`config.mk`:
```
export PLATFORM = sky130hd
export DESIGN_NAME = hf_lf_switch_ctrl
export DESIGN_NICKNAME = d
export VERILOG_FILES = /design/src/rtl/hf_lf_pkg.sv /design/src/rtl/mode_debounce.sv /design/src/rtl/hf_lf_switch_ctrl.sv
export SDC_FILE = /design/constraint.sdc
export NUM_CORES = 1
export LEC_CHECK = 0
export CAP_MARGIN = 20
export CORE_AREA = 10 10 87 89
export DETAILED_ROUTE_END_ITERATION = 12
export DIE_AREA = 0 0 97 99
export GPL_TIMING_DRIVEN = 0
export HOLD_SLACK_MARGIN = 0.1
export SETUP_SLACK_MARGIN = 0.1
export SKIP_CTS_REPAIR_TIMING = 1
export SLEW_MARGIN = 30
export SYNTH_ARGS = -nofsm -noshare
export SYNTH_HDL_FRONTEND = slang
export SYNTH_SLANG_ARGS = --single-unit
```
`constraint.sdc`:
```
create_clock -name pck0 -period 4.99 [get_ports pck0]
set_input_delay 1.497 -clock pck0 [delete_from_list [all_inputs] [get_ports pck0]]
set_output_delay 1.497 -clock pck0 [all_outputs]
set_load 0.02 [all_outputs]
```
`src/rtl/hf_lf_pkg.sv`:
```
// rtl/hf_lf_pkg.sv - shared state encoding and mode constants for the HF/LF switch controller
package hf_lf_pkg;

    typedef enum logic [2:0] {
        ST_ACTIVE  = 3'd0,
        ST_DRAIN   = 3'd1,
        ST_QUIESCE = 3'd2,
        ST_SWAP    = 3'd3,
        ST_SETTLE  = 3'd4
    } state_t;

    localparam logic MODE_LF = 1'b0;
    localparam logic MODE_HF = 1'b1;

    function automatic int max4(input int a, input int b, input int c, input int d);
        int m;
        m = a;
        if (b > m) m = b;
        if (c > m) m = c;
        if (d > m) m = d;
        return m;
    endfunction

endpackage

```
`src/rtl/mode_debounce.sv`:
```
// rtl/mode_debounce.sv - 2-flop synchronizer plus consecutive-sample debouncer for the mode pin
module mode_debounce #(
    parameter int DEBOUNCE_CYCLES = 1024,
    parameter int CNT_W           = 12
) (
    input  logic pck0,
    input  logic rst,
    input  logic pin_async,
    output logic deb_mode
);

    logic             sync1_q, sync2_q;
    logic             deb_mode_q, deb_mode_d;
    logic [CNT_W-1:0] cnt_q, cnt_d;

    // The pin is binary, so any sample equal to deb_mode is a change that restarts the run.
    always_comb begin
        cnt_d      = '0;
        deb_mode_d = deb_mode_q;
        if (sync2_q != deb_mode_q) begin
            if (cnt_q == CNT_W'(DEBOUNCE_CYCLES - 1)) begin
                deb_mode_d = sync2_q;
            end else begin
                cnt_d = cnt_q + 1'b1;
            end
        end
    end

    always_ff @(posedge pck0) begin
        if (rst) begin
            sync1_q    <= 1'b0;
            sync2_q    <= 1'b0;
            cnt_q      <= '0;
            deb_mode_q <= 1'b0;
        end else begin
            sync1_q    <= pin_async;
            sync2_q    <= sync1_q;
            cnt_q      <= cnt_d;
            deb_mode_q <= deb_mode_d;
        end
    end

    assign deb_mode = deb_mode_q;

endmodule

```
`src/rtl/hf_lf_switch_ctrl.sv`:
```
// rtl/hf_lf_switch_ctrl.sv - sequences a glitch-free swap of the output mux between the HF and LF cores
module hf_lf_switch_ctrl #(
    parameter int DEBOUNCE_CYCLES = 1024,
    parameter int SETTLE_CYCLES   = 256,
    parameter int DRAIN_TIMEOUT   = 4096,
    parameter int QUIESCE_CYCLES  = 4
) (
    input  logic       pck0,
    input  logic       rst,
    input  logic       fpga_switch,
    input  logic       ncs,
    input  logic       hf_busy,
    input  logic       lf_busy,
    input  logic       err_clr,
    output logic       sel_hf,
    output logic       quiesce,
    output logic       hf_rst,
    output logic       lf_rst,
    output logic       pwr_lo_en,
    output logic       switching,
    output logic       switch_err,
    output logic [7:0] swap_count
);
    import hf_lf_pkg::*;

    localparam int MAX_P = max4(DEBOUNCE_CYCLES, SETTLE_CYCLES, DRAIN_TIMEOUT, QUIESCE_CYCLES);
    localparam int CNT_W = (MAX_P > 2) ? $clog2(MAX_P) : 1;

    logic             deb_mode;
    logic             ncs_s1_q, ncs_s2_q;
    state_t           state_q, state_d;
    logic [CNT_W-1:0] cnt_q, cnt_d;
    logic             sel_hf_q, sel_hf_d;
    logic [7:0]       swap_count_q, swap_count_d;
    logic             switch_err_q, switch_err_d;
    logic             quiesce_q, quiesce_d;
    logic             hf_rst_q, hf_rst_d;
    logic             lf_rst_q, lf_rst_d;
    logic             pwr_lo_en_q, pwr_lo_en_d;
    logic             switching_q, switching_d;
    logic             sel_busy, timeout, quiet;

    mode_debounce #(
        .DEBOUNCE_CYCLES(DEBOUNCE_CYCLES),
        .CNT_W          (CNT_W)
    ) u_mode_debounce (
        .pck0     (pck0),
        .rst      (rst),
        .pin_async(fpga_switch),
        .deb_mode (deb_mode)
    );

    always_comb begin
        state_d  = state_q;
        cnt_d    = cnt_q + 1'b1;
        timeout  = 1'b0;
        sel_busy = sel_hf_q ? hf_busy : lf_busy;
        case (state_q)
            ST_ACTIVE: begin
                cnt_d = '0;
                if (deb_mode != sel_hf_q) state_d = ST_DRAIN;
            end
            ST_DRAIN: begin
                // Abort outranks idle, which outranks the timeout.
                if (deb_mode == sel_hf_q) begin
                    state_d = ST_ACTIVE;
                end else if (!sel_busy && ncs_s2_q) begin
                    state_d = ST_QUIESCE;
                end else if (cnt_q == CNT_W'(DRAIN_TIMEOUT - 1)) begin
                    state_d = ST_QUIESCE;
                    timeout = 1'b1;
                end
            end
            ST_QUIESCE: if (cnt_q == CNT_W'(QUIESCE_CYCLES - 1)) state_d = ST_SWAP;
            ST_SWAP:    state_d = ST_SETTLE;
            ST_SETTLE:  if (cnt_q == CNT_W'(SETTLE_CYCLES - 1)) state_d = ST_ACTIVE;
            default:    state_d = ST_SETTLE;
        endcase
        if (state_d != state_q) cnt_d = '0;

        sel_hf_d     = sel_hf_q ^ (state_q == ST_SWAP);
        swap_count_d = swap_count_q + {7'd0, state_q == ST_SWAP};

        switch_err_d = switch_err_q;
        if (timeout)      switch_err_d = 1'b1;
        else if (err_clr) switch_err_d = 1'b0;

        // Outputs are decoded from the next state so the registered copies line up with state_q.
        quiet       = (state_d == ST_QUIESCE) || (state_d == ST_SWAP) || (state_d == ST_SETTLE);
        quiesce_d   = quiet;
        hf_rst_d    = (sel_hf_d == MODE_LF) || quiet;
        lf_rst_d    = (sel_hf_d == MODE_HF) || quiet;
        pwr_lo_en_d = (state_d == ST_ACTIVE) && (sel_hf_d == MODE_LF);
        switching_d = (state_d != ST_ACTIVE);
    end

    always_ff @(posedge pck0) begin
        if (rst) begin
            ncs_s1_q     <= 1'b0;
            ncs_s2_q     <= 1'b0;
            state_q      <= ST_SETTLE;
            cnt_q        <= '0;
            sel_hf_q     <= MODE_LF;
            swap_count_q <= 8'd0;
            switch_err_q <= 1'b0;
            quiesce_q    <= 1'b1;
            hf_rst_q     <= 1'b1;
            lf_rst_q     <= 1'b1;
            pwr_lo_en_q  <= 1'b0;
            switching_q  <= 1'b1;
        end else begin
            ncs_s1_q     <= ncs;
            ncs_s2_q     <= ncs_s1_q;
            state_q      <= state_d;
            cnt_q        <= cnt_d;
            sel_hf_q     <= sel_hf_d;
            swap_count_q <= swap_count_d;
            switch_err_q <= switch_err_d;
            quiesce_q    <= quiesce_d;
            hf_rst_q     <= hf_rst_d;
            lf_rst_q     <= lf_rst_d;
            pwr_lo_en_q  <= pwr_lo_en_d;
            switching_q  <= switching_d;
        end
    end

    assign sel_hf     = sel_hf_q;
    assign quiesce    = quiesce_q;
    assign hf_rst     = hf_rst_q;
    assign lf_rst     = lf_rst_q;
    assign pwr_lo_en  = pwr_lo_en_q;
    assign switching  = switching_q;
    assign switch_err = switch_err_q;
    assign swap_count = swap_count_q;

endmodule
```
==> parameters.txt <==
Parameter                              Value

Run status
  Status    finished, final reports clean

STA
  Final period utilization    0.588
  Worst Tran Pin Value    527 ps
  Final hold slack    442 ps
  Count of final hold-check violations    0
  Slew Limit Fails    0
  Min Clock Period, post-route    2930 ps
  Final sum of negative setup slack    0 ps
  Setup repair after global routing missed its margin    no
  Post-route setup slack    2060 ps
  Clock Skew    8.27 ps
  Worst max-slew margin expressed relative to the limit    0.649
  Highest Clock Rate    341 MHz
  Setup violators final    0

Detailed routing
  Routed wire length    3.69 mm
  Pre-Repair DR Iteration Count    4
  Remaining design rule violation count    0
  Overall via count from detail_route    1478
  Number of violations reported at the end of detailed-routing iteration 0    56
  Routed length per instance    11.5 um
  Number of nets with antenna violations after routing    0
  Vias/cell    4.62

Worst setup path
  Startpoint type of the worst setup path    flop
  Family of cells with the greatest summed delay on the critical path    buffers and inverters
  Required time of the critical path    3490 ps
  Crit path capture type    primary output
  Number of buffer and inverter instances along the worst setup path    1
  CP cell instances    clkdlybuf4s50_1
  Highest cell delay on the worst timing path    660 ps
  Worst Setup Path Type    reg2out
  Peak fanout along the critical path    4
  Master of the slowest instance on the critical path    clkdlybuf4s50_1
  Critical path data arrival time    1440 ps

Pwr
  Power density over the cells    320 nW/um^2
  Leakage power figure    0.888 nW
  IR drop worst, VDD    0.114 mV
  Fraction of power consumed by the clock network    0.420
  Internal power summed over all cells    612 uW
  Overall power    771 uW
  Proportion of power drawn by combinational gates    0.057
  Net Sw Power    159 uW
  Switching share of total power    0.206
  Portion of total power attributed to sequential cells    0.523

Place
  Setup Slack @ Placement    1750 ps
  Port Buffer Count    21
  Routability congestion estimate from global placement    0.830
  HPWL after DPL    2.70 mm

GRT
  All-Layer GR Usage    0.0801
  Wire length of the first global-routing pass    6.47 mm
  Largest net degree at the start of global routing    15
  GRT Residual Overflow    0
  Vias in the first global route    1401
  Initial antenna violation count    0

Finish
  Synth-to-layout area growth    22.1%
  Share of the core filled with cells    0.412
  Antenna fix cells    0
  Top library cells by usage in the layout, fill and taps aside    dfxtp_1 (47), nor2_1 (42), clkdlybuf4s50_1 (21)
  Layout cell share with drive strength beyond 1    0.0571
  Count of nets after finishing    255
  Commonest non-fill, non-tap cell in the layout    dfxtp_1

Synth
  Sequential-to-total area share from yosys stat    0.476
  Post-synthesis sequential element count    47
  Net count of the mapped netlist    227
  Area of the mapped netlist    1980 sq um
  Number of cells produced by synthesis    216
  Yosys cell types    38
  Total number of yosys warnings    0
  Average cell area after synthesis    9.15 sq um

Clocking
  TritonCTS clock tree    yes
  Buffer type at the clock tree root    clkbuf_8
  Deepest clock path buffer count    2
  Clock latency of the later-clocked register in the worst-skew pair    300 ps
  Number of buffers created by CTS    5
  Number of sinks handled by clock tree synthesis    47
  H-tree depth reported by CTS    2
  Clk pin slew, worst setup/hold paths    90 ps

Floorplan
  Total Die Area    9600 sq um
  Die span in y    99 um
  Initial core utilization    0.338
  Floorplan row count    28
  Width of the chip    97 um
  Core area    5850 sq um
  IO Pins    22

Flow run
  Number of maximum-capacitance constraint violations    0

Hold path
  Type of the most critical hold path    reg2reg
-- path summary, 6_finish.rpt --
kind | start | end | slack, ps | cells after the start
setup / recovery | sel_hf | sel_hf | 2060 | 1
hold / removal | u_mode_debounce.sync1_q | u_mode_debounce.sync2_q | 440 | 1
setup reg to reg | cnt_q[0] | cnt_q[7] | 2990 | 6
hold reg to reg | u_mode_debounce.sync1_q | u_mode_debounce.sync2_q | 440 | 1
-- stage by stage --
step	std cells	cell area, sq um
after global routing	320	2410
after CTS	320	2410
after detailed placement	312	2280
after global placement	312	2280
after floorplan	216	1980
final	320	2410
-- state kept, by name, indices dropped and copies added (netlist names), 3 cells and up --
register and flops:
cnt_q 12, state_q 3, swap_count 8, u_mode_debounce.cnt_q 12
-- Yosys cell counts, drive strengths merged --
cell type	instances	area, sq um
a221o	1	10.0
nor2	42	158
o21bai	1	7.51
nand4	6	37.5
maj3	1	10.0
nor3b	1	7.51
xnor2	17	149
nor3	5	30.0
or2	2	12.5
nor2b	12	75.1
nor4	4	40.0
or3	2	12.5
a2111o	1	11.3
xor2	12	105
buf	3	15.0
and2	1	6.26
o41ai	1	8.76
a211oi	1	7.51
clkbuf	3	11.3
o21ai	1	5.00
nand2b	2	12.5
or4	1	11.3
a21oi	1	5.00
mux2i	2	20.0
and3	5	31.3
nand4b	1	8.76
inv	9	33.8
a21o	1	7.51
o21a	1	7.51
ha	4	50.1
o32ai	1	8.76
nand3	13	65.1
nand2	9	33.8
o221a	1	11.3
nor4b	1	8.76
dfxtp	47	941
-- power by group through the flow --
stage | sequential, mW | combinational, mW | clock (mW)
finish | 0.403 | 0.0439 | 0.324
global route | 0.408 | 0.0488 | 0.351
CTS | 0.403 | 0.0444 | 0.336
detailed placement | 0.412 | 0.0440 | 0
global placement | 0.412 | 0.0425 | 0
floorplan | 0.408 | 0.0323 | 0
-- per-layer routing --
layer,vias to the layer above,wire (um),track usage
met1,663,1760,0.0956
met5,-,0,0
li1,778,-,-
met3,8,206,0.0328
met4,0,67,0.0375
met2,29,1660,0.122
-- cell families (layout without fill, tap and decap cells) --
group / after synthesis / in the layout / share of synthesized area
AND/OR/NAND/NOR: 107 / 107 / 0.279
flip-flops: 47 / 47 / 0.476
XOR/XNOR: 29 / 29 / 0.129
buffers and inverters: 15 / 44 / 0.0304
AO/OA/AOI/OAI: 11 / 11 / 0.0456
adder cells (fa/ha/maj): 5 / 5 / 0.0304
multiplexers: 2 / 2 / 0.0101
-- area by class of cell --
| type | count | area, sq um |
|---|---|---|
| multi-input cells | 154 | 975 |
| repair buffers | 21 | 210 |
| clock buffers | 6 | 72.6 |
| fillers | 578 | 3440 |
| clock inverters | 2 | 60.1 |
| inverters | 9 | 33.8 |
| flip-flops and latches | 47 | 941 |
| well taps | 75 | 93.8 |
| plain buffers | 6 | 26.3 |
Power figures use the tool's default switching activity.
